$ cat src/rtl/pc_seq_pkg.sv
// Shared types and encodings for the PC sequencer and its interrupt encoder.
// Combinational definitions only; no latency or backpressure of its own.
package pc_seq_pkg;

    localparam int ADDR_W      = 8;
    localparam int DEF_MAX_LEN = 3;
    localparam int DEF_NUM_IRQ = 2;

    typedef enum logic [2:0] {
        ST_RESET,
        ST_FETCH,
        ST_FETCH_N,
        ST_DONE,
        ST_IRQ
    } state_t;

    localparam logic [3:0] OP_BRX  = 4'd9;
    localparam logic [3:0] OP_LOOP = 4'd10;
    localparam logic [3:0] OP_JMP  = 4'd11;

    localparam logic [1:0] PC_SRC_RB_EX  = 2'd0;
    localparam logic [1:0] PC_SRC_VEC    = 2'd1;
    localparam logic [1:0] PC_SRC_RB_DEC = 2'd2;
    localparam logic [1:0] PC_SRC_STACK  = 2'd3;

    localparam int ADDR_SRC_PC    = 0;
    localparam int ADDR_SRC_RESET = 1;
    localparam int ADDR_SRC_IRQ0  = 2;

endpackage

$ cat src/rtl/irq_prio_enc.sv
// Pending-interrupt register with lowest-index priority and one-hot ack.
// Encoder output is combinational (pending | irq); ack clears on the next edge unless the line is still high.
module irq_prio_enc
    import pc_seq_pkg::*;
#(
    parameter int NUM_IRQ = DEF_NUM_IRQ,
    parameter int IRQ_IW  = 1
) (
    input  logic               clk,
    input  logic               reset,
    input  logic [NUM_IRQ-1:0] irq,
    input  logic               ack_en,
    input  logic [IRQ_IW-1:0]  ack_idx,
    output logic               any_pending,
    output logic [IRQ_IW-1:0]  irq_idx,
    output logic [NUM_IRQ-1:0] irq_ack
);

    logic [NUM_IRQ-1:0] pending_q;
    logic [NUM_IRQ-1:0] pend_eff;

    // A request arriving this cycle is visible to the boundary decision immediately.
    assign pend_eff    = pending_q | irq;
    assign any_pending = |pend_eff;

    always_comb begin
        irq_idx = '0;
        for (int i = NUM_IRQ - 1; i >= 0; i--) begin
            if (pend_eff[i]) irq_idx = IRQ_IW'(i);
        end
    end

    always_comb begin
        irq_ack = '0;
        for (int i = 0; i < NUM_IRQ; i++) begin
            irq_ack[i] = ack_en && (ack_idx == IRQ_IW'(i));
        end
    end

    always_ff @(posedge clk) begin
        if (reset) pending_q <= '0;
        else       pending_q <= (pending_q & ~irq_ack) | irq;
    end

endmodule

$ cat src/rtl/pc_seq.sv
// PC sequencer: variable-length fetch, branch/jump resolution and prioritised interrupt entry.
// L+1 cycles per length-L instruction; every fetch/vector state stalls while mem_ready is low.
module pc_seq
    import pc_seq_pkg::*;
#(
    parameter int  MAX_LEN = DEF_MAX_LEN,
    parameter int  NUM_IRQ = DEF_NUM_IRQ,
    localparam int LEN_W   = $clog2(MAX_LEN + 1),
    localparam int IDX_W   = $clog2(MAX_LEN),
    localparam int VEC_W   = $clog2(NUM_IRQ + 2)
) (
    input  logic               clk,
    input  logic               reset,
    input  logic [3:0]         opcode,
    input  logic [1:0]         brx,
    input  logic [LEN_W-1:0]   instr_len,
    input  logic               z_flag,
    input  logic               n_flag,
    input  logic               c_flag,
    input  logic               v_flag,
    input  logic               mem_ready,
    input  logic [NUM_IRQ-1:0] irq,
    input  logic               irq_en,
    output logic               pc_en,
    output logic               pc_load,
    output logic [1:0]         pc_src,
    output logic [VEC_W-1:0]   addr_src,
    output logic               if_en,
    output logic [IDX_W-1:0]   byte_idx,
    output logic               instr_done,
    output logic [NUM_IRQ-1:0] irq_ack
);

    localparam int IRQ_IW = (NUM_IRQ > 1) ? $clog2(NUM_IRQ) : 1;

    state_t            state_q, state_d;
    logic [LEN_W-1:0]  cnt_q, len_q, len_eff;
    logic              loaded_q;
    logic [IRQ_IW-1:0] irq_sel_q, irq_idx;
    logic              any_pending, ack_en;
    logic              take, last_byte;
    logic [1:0]        br_src;
    logic [3:0]        flags;

    // Out-of-range lengths fall back to a single-byte instruction.
    assign len_eff   = (instr_len == '0 || instr_len > LEN_W'(MAX_LEN)) ? LEN_W'(1) : instr_len;
    assign last_byte = (cnt_q + LEN_W'(1)) == len_q;
    assign flags     = {v_flag, c_flag, n_flag, z_flag};
    assign ack_en    = !reset && (state_q == ST_IRQ) && mem_ready;

    irq_prio_enc #(
        .NUM_IRQ (NUM_IRQ),
        .IRQ_IW  (IRQ_IW)
    ) u_irq (
        .clk         (clk),
        .reset       (reset),
        .irq         (irq),
        .ack_en      (ack_en),
        .ack_idx     (irq_sel_q),
        .any_pending (any_pending),
        .irq_idx     (irq_idx),
        .irq_ack     (irq_ack)
    );

    always_comb begin
        take   = 1'b0;
        br_src = PC_SRC_RB_EX;
        case (opcode)
            OP_BRX:  take = flags[brx];
            OP_LOOP: take = !z_flag;
            OP_JMP: begin
                take   = 1'b1;
                br_src = (brx < 2'd2) ? PC_SRC_RB_DEC : PC_SRC_STACK;
            end
            default: take = 1'b0;
        endcase
    end

    always_ff @(posedge clk) begin
        if (reset) state_q <= ST_RESET;
        else       state_q <= state_d;
    end

    always_comb begin
        state_d = state_q;
        case (state_q)
            ST_RESET:   if (mem_ready) state_d = ST_FETCH;
            ST_FETCH:   if (mem_ready) state_d = (len_eff > LEN_W'(1)) ? ST_FETCH_N : ST_DONE;
            ST_FETCH_N: if (mem_ready && last_byte) state_d = ST_DONE;
            // The branch load is applied in DONE itself, so vectoring here never drops it.
            ST_DONE:    state_d = (irq_en && any_pending) ? ST_IRQ : ST_FETCH;
            ST_IRQ:     if (mem_ready) state_d = ST_FETCH;
            default:    state_d = ST_RESET;
        endcase
    end

    always_ff @(posedge clk) begin
        if (reset) begin
            cnt_q     <= '0;
            len_q     <= LEN_W'(1);
            loaded_q  <= 1'b1;
            irq_sel_q <= '0;
        end else begin
            if (pc_en && pc_load)
                loaded_q <= 1'b1;
            else if (state_q == ST_FETCH && mem_ready)
                loaded_q <= 1'b0;

            if (state_q == ST_FETCH && mem_ready) begin
                len_q <= len_eff;
                cnt_q <= LEN_W'(1);
            end else if (state_q == ST_FETCH_N && mem_ready) begin
                cnt_q <= cnt_q + LEN_W'(1);
            end

            // Latch the winner so the vector and ack agree even if a new request lands while waiting.
            if (state_q == ST_DONE) irq_sel_q <= irq_idx;
        end
    end

    always_comb begin
        pc_en      = 1'b0;
        pc_load    = 1'b0;
        pc_src     = PC_SRC_RB_EX;
        addr_src   = VEC_W'(ADDR_SRC_PC);
        if_en      = 1'b0;
        byte_idx   = '0;
        instr_done = 1'b0;
        if (reset || state_q == ST_RESET) begin
            pc_en    = 1'b1;
            pc_load  = 1'b1;
            pc_src   = PC_SRC_VEC;
            addr_src = VEC_W'(ADDR_SRC_RESET);
            if_en    = 1'b1;
        end else begin
            case (state_q)
                ST_FETCH: begin
                    if_en = 1'b1;
                    pc_en = mem_ready && !loaded_q;
                end
                ST_FETCH_N: begin
                    if_en    = 1'b1;
                    byte_idx = cnt_q[IDX_W-1:0];
                    pc_en    = mem_ready;
                end
                ST_DONE: begin
                    instr_done = 1'b1;
                    pc_en      = take;
                    pc_load    = take;
                    pc_src     = take ? br_src : PC_SRC_RB_EX;
                end
                ST_IRQ: begin
                    pc_en    = 1'b1;
                    pc_load  = 1'b1;
                    pc_src   = PC_SRC_VEC;
                    addr_src = VEC_W'(ADDR_SRC_IRQ0) + VEC_W'(irq_sel_q);
                end
                default: pc_en = 1'b0;
            endcase
        end
    end

endmodule

$ cat config.mk
export PLATFORM = sky130hd
export DESIGN_NAME = pc_seq
export DESIGN_NICKNAME = d
export VERILOG_FILES = /design/src/rtl/pc_seq_pkg.sv /design/src/rtl/irq_prio_enc.sv /design/src/rtl/pc_seq.sv
export SDC_FILE = /design/constraint.sdc
export NUM_CORES = 1
export LEC_CHECK = 0
export ABC_AREA = 0
export BUFFER_PORTS_ARGS = -buffer_cell sky130_fd_sc_hd__buf_2
export CAP_MARGIN = 40
export CELL_PAD_IN_SITES_DETAIL_PLACEMENT = 1
export CELL_PAD_IN_SITES_GLOBAL_PLACEMENT = 1
export CORE_UTILIZATION = 34
export CTS_CLUSTER_SIZE = 10
export DETAILED_ROUTE_END_ITERATION = 8
export PLACE_DENSITY_LB_ADDON = 0.12
export SLEW_MARGIN = 20
export SYNTH_ARGS = -nofsm -noshare
export SYNTH_HDL_FRONTEND = slang
export SYNTH_SLANG_ARGS = --single-unit
$ cat constraint.sdc
create_clock -name clk -period 3 [get_ports clk]
set_clock_uncertainty 0.2 [all_clocks]
set_input_delay 0.3 -clock clk [delete_from_list [all_inputs] [get_ports clk]]
set_output_delay 0.3 -clock clk [all_outputs]
set_load 0.03 [all_outputs]
== Word level (Yosys, flattened, before mapping) ==
Cells that the tools add are included.
Word-level totals
  bits in latches: 0
  memories kept: 0
  register bits: 11
  bits in read-only memories: 0
  RAM bits: 0
  bits of input ports: 18
  logic and storage cells: 84
  output and inout port bits: 12
Cells by class
  divide/modulo/power cells: 0
  equality and inequality tests: 11
  bitwise gates (word level): 5
  add/subtract/negate cells: 2
  shift operators: 0
  reductions and logical operators: 24
  multipliers: 0
  magnitude comparators: 4
  muxes and demuxes: 31
Operators by type and width (count)
  2-bit 2-to-1 mux: 8
  1-bit 2-to-1 mux: 13
  4-bit == test, second input constant: 3
  3-bit 2-to-1 mux: 4
  3-bit case mux with 4 select lines: 1
  1-bit logical AND: 10
  2-bit OR reduction: 5
  3-bit by 2-bit == test with 1-bit output, second input constant: 2
  2-bit != test, second input constant: 2
  2-bit bitwise OR: 2
  1-bit case mux with 4 select lines: 1
  2-bit case mux with 2 select lines: 1
  3-bit by 1-bit == test with 1-bit output, second input constant: 1
  3-bit == test, second input constant: 1
  1-bit logical NOT: 3
  3-bit logical NOT: 1
  2-bit by 3-bit < comparator with 1-bit output, second input constant: 1
  1-bit case mux with 3 select lines: 1
  3-bit AND reduction: 1
  2-bit by 1-bit adder with 2-bit output, first input constant: 1
  2-bit by 1-bit adder with 2-bit output, second input constant: 1
  2-bit bitwise AND: 1
  1-bit binary-select mux with 2-bit select: 1
  2-bit == test: 1
  other kinds (10): 11

== Depth between registers and ports, before layout ==
  word-level depth: 7
  depth in mapped cells: 5
  depth with buffers taken out: 4

== By module ==
Synthesis repeated with hierarchy kept, for this count alone.
Unflattened totals
  cells, all modules: 93
  area total of the unflattened synthesis: 747.0 um^2
Modules (own cells, without submodules)
  pc_seq: sequential area each 180.2 um^2, area an instance 629.4 um^2, cells each 79, times used 1
  irq_prio_enc: sequential area each 40.0 um^2, area an instance 117.6 um^2, cells each 14, times used 1

== Worst setup path before layout ==
No wires, ideal clock.
  path type: register to output
  start: reg state_q[1]
  end: out pc_src[0]
  path buffers: 1
  slack: 0.915 ns
  required time: 2.500 ns
  arrival time: 1.585 ns
  cell stages (with the launch flop): 6
  cell sequence: dfxtp_1 -> buf_4 -> nand3b_2 -> nor3b_2 -> nand3_1 -> o21ai_0
Between the ends
  longest elaborated chain between the ends: 3
  elaborated cells between the ends (all ways): 6
RTL lines
  start, declared: line pc_seq.sv:36  | state_t state_q, state_d;
  start signal, assigned: line pc_seq.sv:81  | else state_q <= state_d;
  3-bit == test (tied with other cells): line pc_seq.sv:136  | case (state_q)
  2-bit case mux with 2 select lines or 1-bit logical OR (tied branches): line pc_seq.sv:136, pc_seq.sv:129
  2-bit 2-to-1 mux *: line pc_seq.sv:129  | if (reset || state_q == ST_RESET) begin
  end, declared: line pc_seq.sv:26  | output logic [1:0] pc_src,
Every way passes the cells marked *; elsewhere a longest branch is shown, timed or not.

== Worst setup path in the final report ==
  start: reg state_q[0]
  end: out pc_src[0]
The elaborated chain is that of the path after synthesis.

==> results_dict.tcl <==
set metrics [dict create \
    run_status "completed" \
    drt-vias-per-instance 5.077 \
    synth_top_area_cell "sky130_fd_sc_hd__dfxtp_1" \
    post_cts_buffers 0 \
    clockBufferDepth 2 \
    power.density_cell_area_nw_per_um2 483.4 \
    level_count_of_the_clock_h_tree 1 \
    design.final.nets 147 \
    power_frac_seq_pct 42.5 \
    groute.layer.met1.usage_pct 20.45 \
    ff2ff_path_depth 4 \
    groute.usage.overall_pct 19.69 \
    p_int_mw 0.2660 \
    synth.top_cells.by_area "sky130_fd_sc_hd__dfxtp_1, sky130_fd_sc_hd__nor2_1, sky130_fd_sc_hd__nand2b_1, sky130_fd_sc_hd__a21oi_1, sky130_fd_sc_hd__nand2_1" \
    clkPwrFrac_pct 24.9 \
    cts_root_buffer "sky130_fd_sc_hd__clkbuf_4" \
    groute.layer.met3.usage_pct 7.037 \
    drt-wirelength-per-cell_um 12.68 \
    synth.distinct_cells 35 \
    most_instantiated_library_cell_after_synthesis "sky130_fd_sc_hd__nor2_1" \
    synthesis.area_um2 725.7 \
    end_kind "primary output" \
    synth_top_cells_by_count "sky130_fd_sc_hd__nor2_1, sky130_fd_sc_hd__dfxtp_1, sky130_fd_sc_hd__nand2_1, sky130_fd_sc_hd__a21oi_1, sky130_fd_sc_hd__nand2b_1" \
    p_sw_share_pct 38.91 \
    arrival_ns 1.79 \
    hold_ws_ns 0.04857 \
    leakage_power_nw 0.4098 \
    final_period_minus_worst_setup_slack_ns 2.293 \
    timing.max_slew.rel_slack_pct 71.57 \
    grt_pass1_vias 748 \
    cp_slowest_stage_delay_ns 0.59 \
    routabilityCongestion 0.8441 \
    antenna_found_initial 0 \
    number_of_detailed_route_iterations_in_the_first_pass 4 \
    cts-resized-gates 0 \
    fmax_mhz 436.2 \
    finalSetupViolations 0 \
    flop_to_flop_setup_slack_ns 1.29 \
    synthesis.yosys.warnings 0 \
    synthArstFlopShare_pct 0 \
    layout.cells.non_filler 155 \
    cts_tree "built" \
    cts.sink_count 11 \
    setup_tns_ns 0 \
    globalRouteOverflowTotal 0 \
    gr-max-usage-layer "met2" \
    post-place-cells 151 \
    cts_hold_buffers 0 \
    yosys_register_bits 11 \
    dieHeight_um 48.20 \
    path_cells "nand3b_2, nor3b_2, nand3_1, o21ai_0, buf_2" \
    synth-seq-area-share_pct 30.34 \
    worst_skew_pair.late_latency_ns 0.27 \
    tritoncts.num_buffers 3 \
    setup_ws_ns 0.7074 \
    grt_pass1_wl_mm 3.063 \
    timing.critical_path.slowest_stage_cell "sky130_fd_sc_hd__dfxtp_1" \
    yosysTopAreaCellShare_pct 30.34 \
    dominantRegCellSynth "sky130_fd_sc_hd__dfxtp_1" \
    dp_worst_setup_slack_ns 1.002 \
    synthToLayoutAreaGrowth_pct 24.14 \
    placementRows 16 \
    postSynthCellCount 101 \
    final_layout_size_suffix_gt1_share_pct 29.69 \
    design.die.area_um2 2323 \
    grt.met2_usage_pct 35.73 \
    worst_hold_path.num_cells 3 \
    max_cap_viol_count 0 \
    grt_setup_unrepaired "no" \
    hold_path_class "input port to register" \
    comb_power_share_pct 32.7 \
    tightestPinTransition_ns 0.4259 \
    floorplan.initialDensity_pct 36.62 \
    ioPinCount 30 \
    detail-route-antenna-nets 0 \
    grt_max_degree 18 \
    layout.core_utilization_pct 45.45 \
    report.final.slew_viol_count 0 \
    core_area_um2 1982 \
    timing.critical_path.fanout_max 13 \
    startpoint_type "register" \
    register_area_um2 220.2 \
    detail_route.drc_violations 0 \
    fp.dieW_um 48.20 \
    final_hold_viol_count 0 \
    port_buffers 29 \
    nFillCells 271 \
    synth_enable_flop_cells 0 \
    diodes 0 \
    vdd_ir_drop_max_mv 0.2728 \
    clk_transition_reported_paths_ns 0.08 \
    worst-endpoint-required_ns 2.50 \
    worst-setup-path-type "register to primary output" \
    multiInputGateArea_um2 460.4 \
    routed_wl_mm 1.966 \
    netSwitchingPower_mw 0.1694 \
    detail_route.iter0.violations 3 \
    hpwlAfterDp_mm 1.462 \
    syn-num-nets 119 \
    postSynthAreaPerCell_um2 7.185 \
    post-route-period-util_pct 76.42 \
    routed-via-count 787 \
]
-- cell families (layout without fill, tap and decap cells) --
family	Yosys count	after routing	synth area share, %
compound gates	21	21	18.10
xor+xnor	2	2	2.414
buf+inv	10	37	6.206
flops	11	11	30.34
mux	2	2	4.483
simple gates	55	55	38.45
-- final timing paths --
kind	end	start
worst max-delay path	pc_src[0]	state_q[0]
worst min-delay path	u_irq.pending_q[1]	irq[1]
worst max register to register	cnt_q[1]	state_q[1]
worst min register to register	loaded_q	loaded_q
-- worst max-delay path: cells and delay by family, from the launching register on --
kind	cells	cell delay [ns]
compound gates	1	0.16
buf+inv	1	0.22
flops	1	0.59
simple gates	3	0.55
-- power by group through the flow --
stage | sequential (mW) | clock, mW | combinational (mW)
floorplan | 0.172 | 0 | 0.119
global placement | 0.186 | 0 | 0.141
detailed placement | 0.189 | 0 | 0.142
CTS | 0.186 | 0.113 | 0.144
global route | 0.189 | 0.119 | 0.159
finish | 0.185 | 0.108 | 0.142
-- layer usage --
metal  routed length [um]  part of all wire (%)  up-vias
met2                  956                    49       25
met3                  117                   6.0        5
li1                     -                     -      407
met4                   24                   1.2        0
met1                  868                    44      350
met5                    0                     0        -
-- layout make-up --
| cell class | instances | area share (%) |
|---|---|---|
| Tap cell | 27 | 3.750 |
| Clock buffer | 4 | 2.917 |
| Timing Repair Buffer | 29 | 16.11 |
| Multi-Input combinational cell | 80 | 51.11 |
| Inverter | 4 | 1.667 |
| Sequential cell | 11 | 24.44 |
-- state kept, by name (all words and copies together), names as in the netlist --
register	flops
loaded_q	1
u_irq.pending_q	2
state_q	3
irq_sel_q	1
cnt_q	2
len_q	2
-- stage by stage --
stage	power, mW	instance area, um2
finish	0.4354	900.9
floorplan	0.2904	725.7
CTS	0.4422	900.9
detailed placement	0.3312	874.6
global placement	0.3268	874.6
global route	0.4667	900.9
-- cells in the final DEF (no fill, tap or decap), types with 4 or more instances in the layout --
master                     Yosys  final
sky130_fd_sc_hd__o21ai_0       5      5
sky130_fd_sc_hd__nand2_1       7      7
sky130_fd_sc_hd__nor2_1       21     21
sky130_fd_sc_hd__nand3_1       5      5
sky130_fd_sc_hd__a21oi_1       6      6
sky130_fd_sc_hd__nand2b_1      6      6
sky130_fd_sc_hd__dfxtp_1      11     11
sky130_fd_sc_hd__inv_1         4      4
sky130_fd_sc_hd__buf_2         2     29
No activity file was read; power rests on OpenSTA's default activity.
